## src/rtl/adder32_seq.sv

```systemverilog
// adder32_seq
//   Runs a WORDS x 32-bit add or subtract through one shared external 32-bit
//   combinational adder. It feeds one word per cycle, least significant word
//   first, and chains the carry between words through an internal register.
//
// Ports
//   clk, rst          clock (rising edge), asynchronous active-high reset
//   start             request, sampled only in IDLE
//   sub, cin          0: a+b+cin, 1: a-b-cin (cin is the borrow-in)
//   op_a, op_b        W-bit operands, latched when start is accepted
//   add_a/add_b/add_ci  drive to the external adder (0 outside RUN)
//   add_s/add_co      result from the external adder
//   busy              high in RUN
//   done              one-cycle pulse when the result is valid
//   result/cout/ovf   W-bit result, carry/borrow out, signed overflow
module adder32_seq #(
  parameter int WORDS = 4
) (
  input  logic                  clk,
  input  logic                  rst,
  input  logic                  start,
  input  logic                  sub,
  input  logic                  cin,
  input  logic [32*WORDS-1:0]   op_a,
  input  logic [32*WORDS-1:0]   op_b,
  output logic [31:0]           add_a,
  output logic [31:0]           add_b,
  output logic                  add_ci,
  input  logic [31:0]           add_s,
  input  logic                  add_co,
  output logic                  busy,
  output logic                  done,
  output logic [32*WORDS-1:0]   result,
  output logic                  cout,
  output logic                  ovf
);

  localparam int W     = 32 * WORDS;
  localparam int IDX_W = (WORDS > 1) ? $clog2(WORDS) : 1;

  typedef enum logic [1:0] {
    IDLE = 2'd0,
    RUN  = 2'd1,
    DONE = 2'd2
  } state_t;

  state_t           state, state_next;
  logic [W-1:0]     a_reg, b_reg;
  logic             sub_reg;
  logic             carry;
  logic [IDX_W-1:0] idx;
  logic [31:0]      a_word, b_word;
  logic             last_word;

  // Word selection as a compare-per-word mux so WORDS=1 needs no special case.
  always_comb begin
    a_word = '0;
    b_word = '0;
    for (int unsigned i = 0; i < WORDS; i++) begin
      if (idx == IDX_W'(i)) begin
        a_word = a_reg[i*32 +: 32];
        b_word = b_reg[i*32 +: 32];
      end
    end
  end

  assign last_word = (idx == IDX_W'(WORDS - 1));

  always_comb begin
    add_a  = '0;
    add_b  = '0;
    add_ci = 1'b0;
    if (state == RUN) begin
      add_a  = a_word;
      add_b  = sub_reg ? ~b_word : b_word;
      add_ci = carry;
    end
  end

  always_comb begin
    state_next = state;
    case (state)
      IDLE:    if (start) state_next = RUN;
      RUN:     if (last_word) state_next = DONE;
      DONE:    state_next = IDLE;
      default: state_next = IDLE;
    endcase
  end

  assign busy = (state == RUN);
  assign done = (state == DONE);

  always_ff @(posedge clk or posedge rst) begin
    if (rst) state <= IDLE;
    else     state <= state_next;
  end

  always_ff @(posedge clk or posedge rst) begin
    if (rst) begin
      a_reg   <= '0;
      b_reg   <= '0;
      sub_reg <= 1'b0;
      carry   <= 1'b0;
      idx     <= '0;
      result  <= '0;
      cout    <= 1'b0;
      ovf     <= 1'b0;
    end else begin
      case (state)
        IDLE: begin
          if (start) begin
            a_reg   <= op_a;
            b_reg   <= op_b;
            sub_reg <= sub;
            // Subtraction is a + ~b + 1 - borrow_in, so the initial carry is cin^sub.
            carry   <= cin ^ sub;
            idx     <= '0;
            result  <= '0;
            cout    <= 1'b0;
            ovf     <= 1'b0;
          end
        end
        RUN: begin
          for (int unsigned i = 0; i < WORDS; i++) begin
            if (idx == IDX_W'(i)) result[i*32 +: 32] <= add_s;
          end
          carry <= add_co;
          idx   <= idx + 1'b1;
          if (last_word) begin
            // Borrow-out is the inverted adder carry when subtracting.
            cout <= sub_reg ? ~add_co : add_co;
            ovf  <= (add_a[31] == add_b[31]) && (add_s[31] != add_a[31]);
          end
        end
        default: ;
      endcase
    end
  end

endmodule

```

## config.mk

```make
export PLATFORM = sky130hd
export DESIGN_NAME = adder32_seq
export DESIGN_NICKNAME = d
export VERILOG_FILES = /design/src/rtl/adder32_seq.sv
export SDC_FILE = /design/constraint.sdc
export NUM_CORES = 1
export LEC_CHECK = 0
export ABC_AREA = 1
export BUFFER_PORTS_ARGS = -buffer_cell sky130_fd_sc_hd__buf_2
export CAP_MARGIN = 20
export CORE_MARGIN = 10
export CORE_UTILIZATION = 48
export DETAILED_ROUTE_END_ITERATION = 7
export GPL_TIMING_DRIVEN = 0
export PLACE_DENSITY_LB_ADDON = 0.08
export SLEW_MARGIN = 0
export SYNTH_ARGS = -nofsm -noshare
export SYNTH_HDL_FRONTEND = slang
export SYNTH_SLANG_ARGS = --single-unit
```

## constraint.sdc

```tcl
create_clock -name clk -period 11.8 [get_ports clk]
set_input_delay 1.18 -clock clk [delete_from_list [all_inputs] [get_ports clk]]
set_output_delay 1.18 -clock clk [all_outputs]
set_load 0.05 [all_outputs]
```

== Word-level counts from Yosys, hierarchy flattened ==
Index checks and enable logic that the tools add are counted.
Operators by class
  $add $sub $neg: 1
  equal/unequal tests: 12
  muxes and demuxes: 31
  bitwise gates (word level): 3
  reduce and logical (&&, ||, !) cells: 11
Operators with widths (number)
  2-to-1 mux 32 bit: 15
  one-hot mux 128 bit (2 select lines): 1
  2-to-1 mux 128 bit: 1
  inverter 32 bit: 1
  AND reduction 3 bit: 4
  != test 2 x 1 -> 1 bit (second input constant): 4
  one-hot mux 2 bit (2 select lines): 2
  == test 2 bit (second input constant): 3
  2-to-1 mux 1 bit: 6
  2-to-1 mux 2 bit: 3
  one-hot mux 1 bit (2 select lines): 3
  AND reduction 2 bit: 3
  == test 2 x 1 -> 1 bit (second input constant): 2
  zero test 2 bit: 2
  adder 2 x 1 -> 2 bit (second input constant): 1
  != test 2 bit (second input constant): 1
  nonzero test 2 bit: 1
  == test 1 bit: 1
  logical AND 1 bit: 1
  != test 1 bit: 1
  inverter 1 bit: 1
  XOR 1 bit: 1
Word-level totals
  bits in registers: 392
  input bits: 294
  output and inout bits: 197
  logic and storage cells: 70

== Longest topological paths before layout ==
Gate-level depths: netlist of the first run.
  word-level depth: 12
  mapped depth: 13
  gate-level depth less buffers: 13

== Worst setup path before layout of the first run ==
Ideal clock, no wire load.
  path kind: reg2out
  start: register idx[0]
  end: output add_a[30]
  arrival: 2.444 ns
  required time: 10.620 ns
  path slack: 8.176 ns
  stages on the path, launching flop included: 9
  buffers on the path: 2
  cells stage by stage: dfrtp_1 inv_1 ha_1 buf_2 buf_2 a21oi_1 o21ai_0 o21ai_0 o21ai_0
Between the ends
  longest elaborated chain between the ends: 6
  elaborated cells on any way between the ends: 9
  those cells by class: eq/ne: 3; mux: 5; reduce/logical: 1
RTL lines
  start: declaration: line 51  | logic [IDX_W-1:0] idx;
  start signal: assignment: line 128  | idx <= idx + 1'b1;
  zero test 2 bit: line 60  | if (idx == IDX_W'(i)) begin
  2-to-1 mux 32 bit (3 in series): line 60
  2-to-1 mux 32 bit *: line 60
  2-to-1 mux 32 bit *: line 73  | if (state == RUN) begin
  end: declaration: line 26  | output logic [31:0] add_a,
Every way passes the cells marked *; elsewhere a longest branch is shown, timed or not.

== Final worst setup path of the first run ==
  start: register idx[0]
  end: output add_b[28]
Between the ends
  longest elaborated chain between the ends: 8
  elaborated cells on any way between the ends: 11
  those cells by class: eq/ne: 3; mux: 6; bitwise: 1; reduce/logical: 1
RTL lines
  zero test 2 bit: line 60
  2-to-1 mux 32 bit (3 in series): line 60
  2-to-1 mux 32 bit *: line 60
  inverter 32 bit: line 75  | add_b = sub_reg ? ~b_word : b_word;
  2-to-1 mux 32 bit *: line 75
  2-to-1 mux 32 bit *: line 73
  end: declaration: line 27  | output logic [31:0] add_b,
Marked as above.

==> results of run 1 <==
==> layer usage <==
metal | GRT usage (%) | up-vias
met5 | 0 | -
met4 | 9.09 | 4
met3 | 5.62 | 100
met2 | 48.7 | 734
met1 | 37.1 | 8002
li1 | - | 7672
==> logic make-up after synthesis <==
family	after synthesis	share of synthesized area, %
AND/OR/NAND/NOR	994	21.9
flip-flops	392	56.1
XOR/XNOR	2	0.100
adder cells (fa/ha/maj)	4	0.286
buffers and inverters	236	6.73
AO/OA/AOI/OAI	420	14.9
==> final timing paths <==
kind	startpoint	endpoint	slack [ns]	depth (start not counted)
setup / recovery	idx[0]	add_b[28]	7.41	10
hold / removal	a_reg[123]	a_reg[123]	0.47	2
setup reg to reg	idx[0]	result[108]	9.71	7
hold reg to reg	a_reg[123]	a_reg[123]	0.47	2
max in group asynchronous	rst	result[103]	9.95	6
min in group asynchronous	rst	a_reg[41]	0.53	2
==> final cells by class <==
class | count | area share (%)
Sequential cell | 392 | 44.3
Multi-Input combinational cell | 1420 | 29.3
Timing Repair Buffer | 501 | 12.1
Clock buffer | 62 | 5.59
Buffer | 136 | 3.62
Tap cell | 461 | 2.61
Inverter | 100 | 1.71
Clock inverter | 11 | 0.628
Antenna cell | 12 | 0.136
==> through the flow <==
step | total power, mW | utilization, % | cells | worst slack (ns) | hold WS, ns
2_1_floorplan | 5.23 | - | 2048 | 5.35 | 0.444
3_3_place_gp | 6.43 | 57.4 | 2999 | 3.05 | 0.459
3_5_place_dp | 6.51 | 58.0 | 3010 | 8.07 | 0.460
4_1_cts | 7.86 | 61.8 | 3083 | 7.46 | 0.477
5_1_grt | 8.32 | 61.9 | 3092 | 7.34 | 0.487
6_report | 7.85 | 61.9 | 3095 | 7.41 | 0.475
==> where the power goes <==
| part | internal (mW) | switching, mW |
|---|---|---|
| Combinational | 1.08 | 3.16 |
| Clock | 0.790 | 0.544 |
| Sequential | 1.94 | 0.334 |
| Total | 3.81 | 4.04 |
==> placed cells by master (no fill, tap or decap), types with 9 or more instances in the layout <==
| cell | count |
|---|---|
| nor2_2 | 12 |
| nand3_1 | 19 |
| o221ai_1 | 28 |
| nand2_1 | 893 |
| clkbuf_16 | 43 |
| clkbuf_1 | 50 |
| o211ai_2 | 14 |
| nor2_1 | 63 |
| clkbuf_8 | 9 |
| o22ai_1 | 17 |
| dfrtp_1 | 392 |
| buf_12 | 13 |
| buf_4 | 35 |
| o21ai_0 | 221 |
| buf_2 | 534 |
| a21oi_1 | 46 |
| a22oi_2 | 27 |
| diode_2 | 12 |
| o21ai_1 | 54 |
| inv_1 | 92 |
==> tightest hold or removal path, stage by stage (launching register included) <==
cell	delay, ns
dfrtp_1	0.33
nand2_1	0.05
nand2_1	0.06
==> out/metrics.yaml, run 1 <==
status: "finished, final reports clean"
syn_area_per_cell_sq_um: 8.53
antenna_found_initial: 12
drt-vias-per-instance: 5.34
multi_input_area_sq_mm: 0.00649
synth_cell_types: 31
core_area_sq_mm: 0.0357
synth-seq-cells: 392
clk_path_buf_depth: 3
fmax_mhz: 228
ctsHtreeMaxLevel: 2
dieWidth_microns: 211
postCtsSetupBuffers: 0
wl_met2_microns: 31900
fp.dieH_microns: 211
antenna_left: 0
die_area_sq_mm: 0.0444
synth_top_area_share_pct: 56.1
vdd_drop_max_v: 0.000296
firstDrtPassIters: 8
ff_latch_area_sq_mm: 0.00981
fin_setup_tns_ns: 0
fin_area_sq_mm: 0.0221
wl_met1_microns: 26600
io-pin-count: 491
path_class: "reg2out"
syn2layout_area_growth_pct: 26.7
clock-sinks: 392
cp.arrival_ns: 3.21
grt_pass1_wl_microns: 99900
ys_seq_area_share_pct: 56.1
ys.flop_type: "dfrtp_1"
post-route-period-util_pct: 37.2
route.vias.total: 16500
async_flop_share_pct: 100
clk_pin_slew_ns: 0.06
grt_max_degree: 44
critPathSlowestCell: "dfrtp_1"
synth_edf_count: 0
synth_common_cells: "nand2_1 (893), dfrtp_1 (392), o21ai_0 (221)"
hold_viol: 0
p_leak_nw: 11.9
gp_congestion: 0.904
fin_skew_ns: 0.0191
synth_nets: 2346
crit_buf_inv: 5
place_area_sq_mm: 0.0207
cts_root_buf: "clkbuf_16"
drv_slew: 0
n_fill_cell: 3260
portBuffers: 490
yosysWarnings: 0
yosysTopAreaCell: "dfrtp_1"
nNetsFinal: 2891
synth.cell_area_sq_mm: 0.0175
yosysMostFrequentCell: "nand2_1"
rsz0062_at_grt: "no"
cts_buffers: 42
max_slew_margin_pct: 51.0
min_period_ns: 4.39
synthTopCellsByArea: "dfrtp_1 (56%), nand2_1 (19%), o21ai_0 (6.3%), inv_1 (2.0%), a22oi_2 (1.9%)"
hp-class: "reg2reg"
cpPeakStageDelay_ns: 0.43
grt-ovfl-total: 0
synthCells: 2048
start_kind: "flop"
crit_top_cell: "buf_2"
cts_resized: 0
clock_latency_ns: 0.55
grt_pass1_vias: 16900
start_util_pct: 48.9
drtIter0Drc: 1194
setup_viol: 0
crit_fanout: 10
drt-total-wl_microns: 65600
hold_buffers: 0
routed.top_layer: "met5"
worstSetupEndpointType: "primary output"
dp_hpwl_microns: 50900
drive_above_1_share_pct: 27.6
cts_tree: "yes"
required_ns: 10.62
power_density_mw_per_mm2: 355
wl_per_cell_microns: 21.2
num_rows: 69
grt_util_all_layers_pct: 29.0
remaining_drc_errors: 0
met3WireLength_microns: 5460
path_delay_family: "buffers and inverters"
cap_violations: 0
path_cells: "ha_1 -> buf_4 -> inv_2 -> buf_2 -> buf_2 -> o211ai_2 -> nand3_1 -> nand2_1 -> nor2_1 -> buf_2"
worstMarginPinSlew_ns: 0.735
(Power assumes the default switching activity.)
==> run 2: changes to the inputs <==
- ABC_AREA: 1 -> 0
- CORE_UTILIZATION: 48 -> 53
- clock period: 11.8 -> 4.5 ns (I/O delays scaled with it)
==> out/metrics.yaml, run 2 <==
path_cells: "ha_1 -> clkbuf_1 -> clkbuf_1 -> a221o_1 -> a21oi_1 -> nor3b_1 -> buf_2"
yosysTopAreaCell: "dfrtp_1"
grt_pass1_wl_microns: 97500
num_rows: 66
crit_fanout: 10
reg2reg_to: "state[0]"
cp.arrival_ns: 3.51
drt-vias-per-instance: 5.59
grt_util_all_layers_pct: 30.4
max_slew_margin_pct: 45.1
start_util_pct: 53.7
synth_common_cells: "nand2_1 (719), dfrtp_1 (392), a22o_1 (129)"
grt-ovfl-total: 0
dp_slack_ns: 1.14
synth.cell_area_sq_mm: 0.0174
clkPwrFrac_pct: 16.2
synthTopCellsByArea: "dfrtp_1 (56%), nand2_1 (16%), a22o_1 (6.5%), a21oi_1 (2.7%), buf_2 (2.0%)"
antenna_left: 0
power.switching_mw: 9.71
rr_startpoint: "idx[0]"
firstDrtPassIters: 6
hold_viol: 0
synth_top_area_share_pct: 56.3
cts_root_buf: "clkbuf_16"
synth-seq-cells: 392
drv_slew: 0
ys_seq_area_share_pct: 56.3
hp-class: "in2reg"
cpPeakStageDelay_ns: 0.53
drive_above_1_share_pct: 25.9
holdPathEnd: "a_reg[118]"
grt_pass1_vias: 16800
r2r.worst_path.cells: 5
fin_skew_ns: 0.00874
clk_pin_slew_ns: 0.06
worstSetupEndpointType: "primary output"
core_area_sq_mm: 0.0325
final_cell_mix: "nand2_1 (719), buf_2 (558), dfrtp_1 (392)"
path_class: "reg2out"
start_kind: "flop"
cts_buffers: 41
n_fill_cell: 2769
synth_nets: 2187
dieWidth_microns: 201
status: "finished, final reports clean"
worstMarginPinSlew_ns: 0.820
final_common_cell: "nand2_1"
clock_latency_ns: 0.53
route.vias.total: 16200
setup_viol: 0
async_flop_share_pct: 100
cts_resized: 0
fin_ws_ns: 0.536
power_frac_seq_pct: 29.9
p_comb_share_pct: 53.9
synthCells: 1889
fp.dieH_microns: 201
power.internal_mw: 9.90
drt-total-wl_microns: 63600
clock-sinks: 392
critPathSlowestCell: "nor3b_1"
antenna_found_initial: 11
min_path_cells: 3
die_area_sq_mm: 0.0405
yosysMostFrequentCell: "nand2_1"
synth_cell_types: 32
final_cells: 2904
dp_cells: 2831
io-pin-count: 491
nNetsFinal: 2731
drtIter0Drc: 1242
cap_violations: 0
fin_setup_tns_ns: 0
synth_edf_count: 0
fmax_mhz: 252
vdd_drop_max_v: 0.000577
power_density_mw_per_mm2: 897
crit_buf_inv: 3
p_leak_nw: 11.7
wl_per_cell_microns: 21.9
grt_max_degree: 43
ctsHtreeMaxLevel: 2
ys.flop_type: "dfrtp_1"
dp_hpwl_microns: 49100
path_delay_family: "buffers and inverters"
remaining_drc_errors: 0
portBuffers: 490
cts_tree: "yes"
clk_path_buf_depth: 3
gp_congestion: 0.912
post-route-period-util_pct: 88.1
syn_area_per_cell_sq_um: 9.22
rrSetupSlack_ns: 1.96
min_period_ns: 3.96
crit_top_cell: "clkbuf_1"
yosysWarnings: 0
required_ns: 4.05
syn2layout_area_growth_pct: 25.6
holdCritStartpoint: "op_a[118]"
postCtsSetupBuffers: 0
switching_share_pct: 49.5
rsz0062_at_grt: "no"
-- run 2: changes by cell type in the layout (fill, tap and decap cells not counted), sizes merged, moves of 33 or more --
cell	previous run	this run
o21ai	275	74
nand2	897	719
a22o	0	129
nor2	77	9
a21oi	49	94
nor3b	0	35
a211o	0	33
nand3b	0	33
-- run 2: timing repair --
action,4_1_cts,5_1_grt
hold buffers,1,0
endpoints found under the setup margin,0,0
hold endpoints to repair,22,0
-- run 2: worst min-delay path, stage by stage --
cell and delay (ns):
buf_2 0.07, nand2_1 0.04, nand2_1 0.04
-- run 2: final cells by class --
type                            instances  area [sq um]  area share [%]
Timing Repair Buffer                  501          2660            12.2
Tap cell                              442           553            2.53
Buffer                                148           644            2.95
Clock inverter                          6          32.5           0.149
Sequential cell                       392          9810            44.8
Clock buffer                           60          1200            5.47
Antenna cell                            6          15.0          0.0686
Multi-Input combinational cell       1272          6670            30.5
Inverter                               77           293            1.34
-- run 2: worst max-delay path by stage --
| stage | endpoint | slack [ns] | startpoint | cells after the start |
|---|---|---|---|---|
| floorplan | a_reg[0] | -1.22 | rst | 1 |
| global placement | b_reg[13] | -3.41 | rst | 2 |
| detailed placement | add_b[30] | 1.14 | idx[0] | 7 |
| CTS | add_b[30] | 0.57 | idx[0] | 7 |
| global route | add_b[30] | 0.35 | idx[0] | 7 |
| finish | add_b[30] | 0.54 | idx[0] | 7 |
-- run 2: cells by family (layout without fill, tap and decap cells) --
group / after synthesis / in the layout / share of synthesized area [%]
other: 0 / 6 / 0
adder cells (fa/ha/maj): 4 / 4 / 0.287
AND/OR/NAND/NOR: 867 / 867 / 21.4
XOR/XNOR: 3 / 3 / 0.151
flip-flops: 392 / 392 / 56.3
buffers and inverters: 225 / 792 / 5.36
AO/OA/AOI/OAI: 398 / 398 / 16.4
-- run 2: power by group through the flow --
stage / registers, mW / clock network [mW] / logic [mW]
finish: 5.86 / 3.18 / 10.6
detailed placement: 5.88 / 0 / 10.5
floorplan: 7.05 / 0 / 6.28
global route: 6.02 / 3.35 / 11.4
CTS: 5.84 / 3.20 / 10.6
global placement: 5.86 / 0 / 10.3
-- run 2: layer usage --
layer  part of all wire [%]  up-vias  track usage, %  routed length [microns]
met2                     48      743            50.1                    30400
met1                     40     7928            38.3                    25500
met4                    3.4       12            11.4                     2140
met5                   0.14        -               0                       89
li1                       -     7430               -                        -
met3                    8.6      128            7.29                     5460
-- run 2: metrics by stage --
step | power (mW) | instance area [sq um] | utilization [%] | hold slack (ns)
after CTS | 19.6 | 21900 | 67.4 | 0.103
after global routing | 20.7 | 21900 | 67.4 | 0.103
after global placement | 16.2 | 20400 | 62.9 | 0.452
after floorplan | 13.3 | 17400 | - | 0.439
after detailed placement | 16.4 | 20600 | 63.5 | 0.457
final | 19.6 | 21900 | 67.4 | 0.109
